<file path="src/rtl/spi_cfg_pkg.sv">
// Shared definitions for the SPI configuration arbiter: FSM encoding, init-table
// field layout and default parameter values.
package spi_cfg_pkg;

  typedef enum logic [2:0] {
    S_IDLE     = 3'd0,
    S_FETCH    = 3'd1,
    S_ISSUE    = 3'd2,
    S_WAIT_FIN = 3'd3,
    S_SETTLE   = 3'd4,
    S_RESP     = 3'd5
  } state_e;

  typedef enum logic {
    OWN_INIT = 1'b0,
    OWN_HOST = 1'b1
  } owner_e;

  // rom_data layout: [23]=last, [22:8]=register address, [7:0]=write data
  localparam int ROM_DW       = 24;
  localparam int ROM_LAST_BIT = 23;
  localparam int ROM_ADDR_MSB = 22;
  localparam int ROM_ADDR_LSB = 8;
  localparam int ROM_DATA_MSB = 7;
  localparam int ROM_DATA_LSB = 0;

  localparam int REG_AW = 15;
  localparam int REG_DW = 8;

  localparam int DEF_ROM_AW    = 6;
  localparam int DEF_EN_HOLD   = 3;
  localparam int DEF_TIMEOUT   = 1023;
  localparam int DEF_RD_SETTLE = 2;

endpackage

</file>
<file path="src/rtl/spi_cfg_timer.sv">
// Down-counter shared by the enable-hold, finish-timeout and read-settle phases.
// Loaded with N on state entry, expire_o flags the last of those N cycles.
module spi_cfg_timer #(
  parameter int W = 10
) (
  input  logic         clk_i,
  input  logic         rst_ni,
  input  logic         load_i,
  input  logic [W-1:0] load_val_i,
  input  logic         en_i,
  output logic         expire_o
);

  logic [W-1:0] cnt_q, cnt_d;

  always_comb begin
    cnt_d = cnt_q;
    if (load_i) begin
      cnt_d = load_val_i;
    end else if (en_i && (cnt_q != '0)) begin
      cnt_d = cnt_q - W'(1);
    end
  end

  always_ff @(posedge clk_i or negedge rst_ni) begin
    if (!rst_ni) begin
      cnt_q <= '0;
    end else begin
      cnt_q <= cnt_d;
    end
  end

  assign expire_o = (cnt_q <= W'(1));

endmodule

</file>
<file path="src/rtl/spi_cfg_arbiter.sv">
// Arbitrates an init-table player and a host port onto one SPI master,
// one transaction at a time with alternating grant under contention.
module spi_cfg_arbiter
  import spi_cfg_pkg::*;
#(
  parameter int ROM_AW    = DEF_ROM_AW,
  parameter int EN_HOLD   = DEF_EN_HOLD,
  parameter int TIMEOUT   = DEF_TIMEOUT,
  parameter int RD_SETTLE = DEF_RD_SETTLE
) (
  input  logic              spi_clk,
  input  logic              spi_reset_n,
  input  logic              init_start,
  output logic              init_busy,
  output logic              init_done,
  output logic              init_err,
  output logic [ROM_AW-1:0] rom_addr,
  input  logic [ROM_DW-1:0] rom_data,
  input  logic              host_req,
  input  logic              host_rd,
  input  logic [REG_AW-1:0] host_addr,
  input  logic [REG_DW-1:0] host_wdata,
  output logic              host_ack,
  output logic [REG_DW-1:0] host_rdata,
  output logic              host_err,
  output logic              m_wr_en,
  output logic              m_rd_en,
  output logic              m_cmd,
  output logic [REG_AW-1:0] m_addr,
  output logic [REG_DW-1:0] m_din,
  input  logic [REG_DW-1:0] m_dout,
  input  logic              m_finish,
  output logic [2:0]        dbg_state
);

  localparam int TMAX_A   = (TIMEOUT > EN_HOLD) ? TIMEOUT : EN_HOLD;
  localparam int TMAX     = (TMAX_A > RD_SETTLE) ? TMAX_A : RD_SETTLE;
  localparam int TW       = $clog2(TMAX + 1);
  // WAIT_FIN continues the count started at enable rise, so it only gets the remainder
  localparam int WAIT_LEN = (TIMEOUT > EN_HOLD) ? (TIMEOUT - EN_HOLD) : 1;

  state_e              state_q, state_d;
  owner_e              owner_q, owner_d;
  owner_e              ptr_q, ptr_d;
  logic [REG_AW-1:0]   addr_q, addr_d;
  logic [REG_DW-1:0]   din_q, din_d;
  logic                cmd_q, cmd_d;
  logic                last_q, last_d;
  logic                err_q, err_d;
  logic                en_q, en_d;
  logic [REG_DW-1:0]   rdata_q, rdata_d;
  logic                busy_q, busy_d;
  logic                done_q, done_d;
  logic                ierr_q, ierr_d;
  logic [ROM_AW-1:0]   rom_addr_q, rom_addr_d;
  logic                restart_q, restart_d;

  logic                tmr_load;
  logic [TW-1:0]       tmr_val;
  logic                tmr_expire;

  spi_cfg_timer #(.W(TW)) u_timer (
    .clk_i      (spi_clk),
    .rst_ni     (spi_reset_n),
    .load_i     (tmr_load),
    .load_val_i (tmr_val),
    .en_i       (1'b1),
    .expire_o   (tmr_expire)
  );

  always_comb begin
    state_d    = state_q;
    owner_d    = owner_q;
    ptr_d      = ptr_q;
    addr_d     = addr_q;
    din_d      = din_q;
    cmd_d      = cmd_q;
    last_d     = last_q;
    err_d      = err_q;
    rdata_d    = rdata_q;
    busy_d     = busy_q;
    done_d     = done_q;
    ierr_d     = ierr_q;
    rom_addr_d = rom_addr_q;
    restart_d  = restart_q;
    tmr_load   = 1'b0;
    tmr_val    = '0;

    // A restart arriving mid-transaction is parked until that transaction's RESP
    if (init_start && (state_q != S_IDLE)) restart_d = 1'b1;

    case (state_q)
      S_IDLE: begin
        if (init_start) begin
          busy_d     = 1'b1;
          done_d     = 1'b0;
          ierr_d     = 1'b0;
          rom_addr_d = '0;
        end else if (busy_q && (!host_req || (ptr_q == OWN_INIT))) begin
          owner_d = OWN_INIT;
          ptr_d   = OWN_HOST;
          err_d   = 1'b0;
          state_d = S_FETCH;
        end else if (host_req) begin
          owner_d  = OWN_HOST;
          ptr_d    = OWN_INIT;
          err_d    = 1'b0;
          addr_d   = host_addr;
          din_d    = host_wdata;
          cmd_d    = host_rd;
          last_d   = 1'b0;
          state_d  = S_ISSUE;
          tmr_load = 1'b1;
          tmr_val  = TW'(EN_HOLD);
        end
      end
      S_FETCH: begin
        addr_d   = rom_data[ROM_ADDR_MSB:ROM_ADDR_LSB];
        din_d    = rom_data[ROM_DATA_MSB:ROM_DATA_LSB];
        last_d   = rom_data[ROM_LAST_BIT];
        cmd_d    = 1'b0;
        state_d  = S_ISSUE;
        tmr_load = 1'b1;
        tmr_val  = TW'(EN_HOLD);
      end
      S_ISSUE: begin
        if (tmr_expire) begin
          state_d  = S_WAIT_FIN;
          tmr_load = 1'b1;
          tmr_val  = TW'(WAIT_LEN);
        end
      end
      S_WAIT_FIN: begin
        if (m_finish) begin
          if (cmd_q) begin
            state_d  = S_SETTLE;
            tmr_load = 1'b1;
            tmr_val  = TW'(RD_SETTLE);
          end else begin
            state_d = S_RESP;
          end
        end else if (tmr_expire) begin
          err_d   = 1'b1;
          state_d = S_RESP;
        end
      end
      S_SETTLE: begin
        if (tmr_expire) begin
          rdata_d = m_dout;
          state_d = S_RESP;
        end
      end
      S_RESP: begin
        state_d = S_IDLE;
        if (init_start || restart_q) begin
          busy_d     = 1'b1;
          done_d     = 1'b0;
          ierr_d     = 1'b0;
          rom_addr_d = '0;
          restart_d  = 1'b0;
        end else if (owner_q == OWN_INIT) begin
          if (err_q) begin
            busy_d = 1'b0;
            ierr_d = 1'b1;
          end else if (last_q) begin
            busy_d = 1'b0;
            done_d = 1'b1;
          end else begin
            rom_addr_d = rom_addr_q + ROM_AW'(1);
          end
        end
      end
      default: state_d = S_IDLE;
    endcase
  end

  assign en_d = (state_d == S_ISSUE);

  always_ff @(posedge spi_clk or negedge spi_reset_n) begin
    if (!spi_reset_n) begin
      state_q    <= S_IDLE;
      owner_q    <= OWN_INIT;
      ptr_q      <= OWN_INIT;
      addr_q     <= '0;
      din_q      <= '0;
      cmd_q      <= 1'b0;
      last_q     <= 1'b0;
      err_q      <= 1'b0;
      en_q       <= 1'b0;
      rdata_q    <= '0;
      busy_q     <= 1'b0;
      done_q     <= 1'b0;
      ierr_q     <= 1'b0;
      rom_addr_q <= '0;
      restart_q  <= 1'b0;
    end else begin
      state_q    <= state_d;
      owner_q    <= owner_d;
      ptr_q      <= ptr_d;
      addr_q     <= addr_d;
      din_q      <= din_d;
      cmd_q      <= cmd_d;
      last_q     <= last_d;
      err_q      <= err_d;
      en_q       <= en_d;
      rdata_q    <= rdata_d;
      busy_q     <= busy_d;
      done_q     <= done_d;
      ierr_q     <= ierr_d;
      rom_addr_q <= rom_addr_d;
      restart_q  <= restart_d;
    end
  end

  assign init_busy  = busy_q;
  assign init_done  = done_q;
  assign init_err   = ierr_q;
  assign rom_addr   = rom_addr_q;
  assign host_ack   = (state_q == S_RESP) && (owner_q == OWN_HOST);
  assign host_err   = host_ack & err_q;
  assign host_rdata = rdata_q;
  assign m_wr_en    = en_q & ~cmd_q;
  assign m_rd_en    = en_q & cmd_q;
  assign m_cmd      = cmd_q;
  assign m_addr     = addr_q;
  assign m_din      = din_q;
  assign dbg_state  = state_q;

endmodule

</file>
<file path="config.mk">
export PLATFORM = sky130hd
export DESIGN_NAME = spi_cfg_arbiter
export DESIGN_NICKNAME = d
export VERILOG_FILES = /design/src/rtl/spi_cfg_pkg.sv /design/src/rtl/spi_cfg_timer.sv /design/src/rtl/spi_cfg_arbiter.sv
export SDC_FILE = /design/constraint.sdc
export NUM_CORES = 1
export LEC_CHECK = 0
export CELL_PAD_IN_SITES_DETAIL_PLACEMENT = 0
export CELL_PAD_IN_SITES_GLOBAL_PLACEMENT = 2
export CORE_MARGIN = 4
export CORE_UTILIZATION = 24
export CTS_CLUSTER_DIAMETER = 50
export CTS_CLUSTER_SIZE = 14
export DETAILED_ROUTE_END_ITERATION = 8
export PLACE_DENSITY_LB_ADDON = 0.08
export SETUP_SLACK_MARGIN = 0.2
export SYNTH_ARGS = -nofsm -noshare
export SYNTH_HDL_FRONTEND = slang
export SYNTH_HIERARCHICAL = 1
export SYNTH_SLANG_ARGS = --single-unit
</file>
<file path="constraint.sdc">
create_clock -name spi_clk -period 2.4 [get_ports spi_clk]
set_input_delay 0.24 -clock spi_clk [delete_from_list [all_inputs] [get_ports spi_clk]]
set_output_delay 0.24 -clock spi_clk [all_outputs]
set_load 0.005 [all_outputs]
</file>
==> flow_summary.json <==
{
  "synth_top_family_by_area": "simple AND/OR/NAND/NOR gates",
  "ys_ff_latch": 60,
  "path_clk_slew_ns": 0.05,
  "cts_tree": "built",
  "arrival_ns": 1.86,
  "preCtsSetupSlack_ns": 0.1865,
  "avgSynthCellArea_um2": 10.05,
  "area_growth_pct": 55.94,
  "htreeDepth": 3,
  "r2r_cells": 10,
  "globalplace.congestion": 0.7451,
  "design_area_um2": 4765,
  "die_h_um": 120.8,
  "syn-cell-area_um2": 3055,
  "seq_power_share_pct": 33.1,
  "fillers": 1255,
  "synthFlopType": "dfrtp_1",
  "final_cell_mix": "clkdlybuf4s50_1, dfrtp_1, nand2_1",
  "synth-simple-area-share_pct": 17.57,
  "wirelength_mm": 9.006,
  "setup_viol": 0,
  "period_minus_slack_ns": 2.097,
  "first_iter_violations": 86,
  "cts_sinks": 60,
  "num_antenna_cells": 0,
  "combPwrFrac_pct": 44.5,
  "antenna_found_initial": 0,
  "fp-row-count": 40,
  "overflow": 0,
  "final_common_cell": "clkdlybuf4s50_1",
  "dp.cells": 585,
  "ys_seq_area_share_pct": 49.14,
  "maxSlewViolCount": 0,
  "grt_pass1_vias": 2872,
  "synth-xor-area-share_pct": 0.8600,
  "grtUsageTotal_pct": 13.30,
  "power.clock.fraction_pct": 22.4,
  "power.total_mw": 5.272,
  "ys_warn_count": 6,
  "clk_latency_ns": 0.33,
  "hold_path.class": "in2async",
  "drive_gt1_share_pct": 14.02,
  "grt_pass1_wl_mm": 15.12,
  "antenna_left": 0,
  "numCtsBuffers": 9,
  "setup_ws_ns": 0.3027,
  "place_area_um2": 4447,
  "drcViolationCount": 0,
  "io_pins": 109,
  "die_x_um": 120.8,
  "required_ns": 2.16,
  "synthesis.instances": 304,
  "first_pass_iters": 4,
  "synth-compound-area-share_pct": 16.22,
  "reg2reg_to": "u_timer/cnt_q[9]",
  "rrSetupSlack_ns": 0.33,
  "end_kind": "primary output",
  "synthAdderAreaFrac_pct": 1.229,
  "fin_tns_setup_ns": 0,
  "viasPerCell": 4.415,
  "power.switching_mw": 1.851,
  "critPathLaunchType": "flip-flop",
  "core_um2": 12210,
  "drv_cap": 0,
  "synth_edf_count": 0,
  "synthArstFlopShare_pct": 100.0,
  "finalClockSkew_ns": 0.005900,
  "p_int_mw": 3.421,
  "fmax_ghz": 0.4768,
  "port_buffers": 108,
  "nets": 495,
  "fin_crit_sh_pct": 87.39,
  "dp_hpwl_mm": 6.739,
  "dieArea_um2": 14600,
  "outcome": "complete, no violations",
  "r2r_start": "u_timer/cnt_q[0]",
  "rsz0062_at_grt": "true",
  "synth_area_leaders": "dfrtp_1, mux2i_1, o21ai_0, nand2_1, mux2_2",
  "vias": 2662,
  "yosysTopAreaCell": "dfrtp_1",
  "synth.area.mux_share_pct": 11.14,
  "swShare_pct": 35.12,
  "leakage_nw": 1.976,
  "ys_types": 54,
  "initial_core_util_pct": 25.02,
  "cp_max_fo": 10,
  "root_buffer": "clkbuf_16",
  "worstSetupPathType": "reg2out",
  "finalHoldViolCount": 0,
  "synth_top_area_share_pct": 49.14,
  "grt_max_degree": 49,
  "clockBufferDepth": 2,
  "layoutNonFillerInstCount": 603,
  "p_per_area_nw_per_um2": 1107,
  "worst_pin_slew_ns": 0.5675,
  "slew_headroom_pct": 61.63,
  "ir_worst_vdd_mv": 0.2853,
  "wire_per_inst_um": 14.94
}
-- worst max-delay path by stage --
stage	startpoint	endpoint	slack, ns	depth (start not counted)
after floorplan	u_timer/cnt_q[0]	u_timer/cnt_q[8]	0.21	10
after global placement	u_timer/cnt_q[0]	u_timer/cnt_q[9]	0.21	10
after detailed placement	u_timer/cnt_q[0]	u_timer/cnt_q[9]	0.19	10
after CTS	dbg_state[1]	host_err	0.19	4
after global routing	u_timer/cnt_q[0]	u_timer/cnt_q[9]	0.18	10
final	dbg_state[1]	host_err	0.30	4
-- through the flow --
| step | util [%] | hold slack, ns |
|---|---|---|
| floorplan | - | -0.05559 |
| global placement | 36.41 | 0.2873 |
| detailed placement | 36.41 | 0.2821 |
| CTS | 38.81 | 0.4653 |
| global route | 39.02 | 0.4924 |
| finish | 39.02 | 0.4450 |
-- cells by family after synthesis --
logic type / after synthesis
and+or+nand+nor: 99
AOI/OAI and AO/OA: 80
DFF: 60
muxes: 33
buffers and inverters: 25
adders and majority gates: 3
xor gates and xnor gates: 3
other: 1
-- metal layers --
| metal | GRT usage, % | share of wire (%) | routed length [um] | vias to the layer above |
|---|---|---|---|---|
| met4 | 5.595 | 1.7 | 152 | 0 |
| met3 | 4.958 | 6.7 | 606 | 12 |
| li1 | - | - | - | 1336 |
| met5 | 0 | 0 | 0 | - |
| met1 | 17.36 | 47 | 4222 | 1243 |
| met2 | 19.69 | 45 | 4025 | 71 |
-- cell usage after synthesis (all sizes together), types with 2 or more instances --
library cell	number
a21oi	11
xnor2	2
o21a	2
ha	3
buf	9
nand3	6
a311oi	2
a211oi	5
mux2	8
nor4	3
inv	10
nor3	5
nor4b	3
clkbuf	6
and2	4
a32o	2
a31oi	4
dfrtp	60
nor2b	4
nor3b	2
mux2i	25
nand2	44
nand2b	3
o21ai	42
nor2	13
or2	3
-- flip-flops by register name, summed over array words and instances (netlist names), 3 cells and up --
register       cells
m_din              8
u_timer/cnt_q     10
host_rdata         8
dbg_state          3
rom_addr           6
m_addr            15
-- timing repair --
item / CTS / global route
pin swaps: 0 / 1
hold endpoints to repair: 21 / 0
hold buffers: 1 / 0
resized for setup: 2 / 8
setup endpoints to repair: 2 / 4
setup buffers: 1 / 1
-- worst max-delay path, cell delays in order, from the launching register on --
cell and delay (ns):
dfrtp_2 0.47, buf_4 0.18, nand3b_4 0.21, nor3_2 0.14, clkdlybuf4s50_1 0.52
-- power groups by stage --
stage	logic (mW)	clock network, mW	registers [mW]
after CTS	2.36	1.22	1.75
after floorplan	1.18	0	1.70
after detailed placement	2.33	0	1.76
after global routing	2.64	1.27	1.81
after global placement	2.34	0	1.75
final	2.35	1.18	1.74
-- final cells by class --
| class | instances | area [um2] | area share, % |
|---|---|---|---|
| sequential | 60 | 1508 | 31.64 |
| multi-input combinational | 222 | 1494 | 31.35 |
| timing repair buffer | 128 | 1245 | 26.13 |
| clock buffer | 13 | 260.3 | 5.462 |
| tap | 168 | 210.2 | 4.412 |
| inverter | 10 | 37.54 | 0.7878 |
| clock inverter | 2 | 10.01 | 0.2101 |
Note: power is estimated with default switching activity, not from simulation.
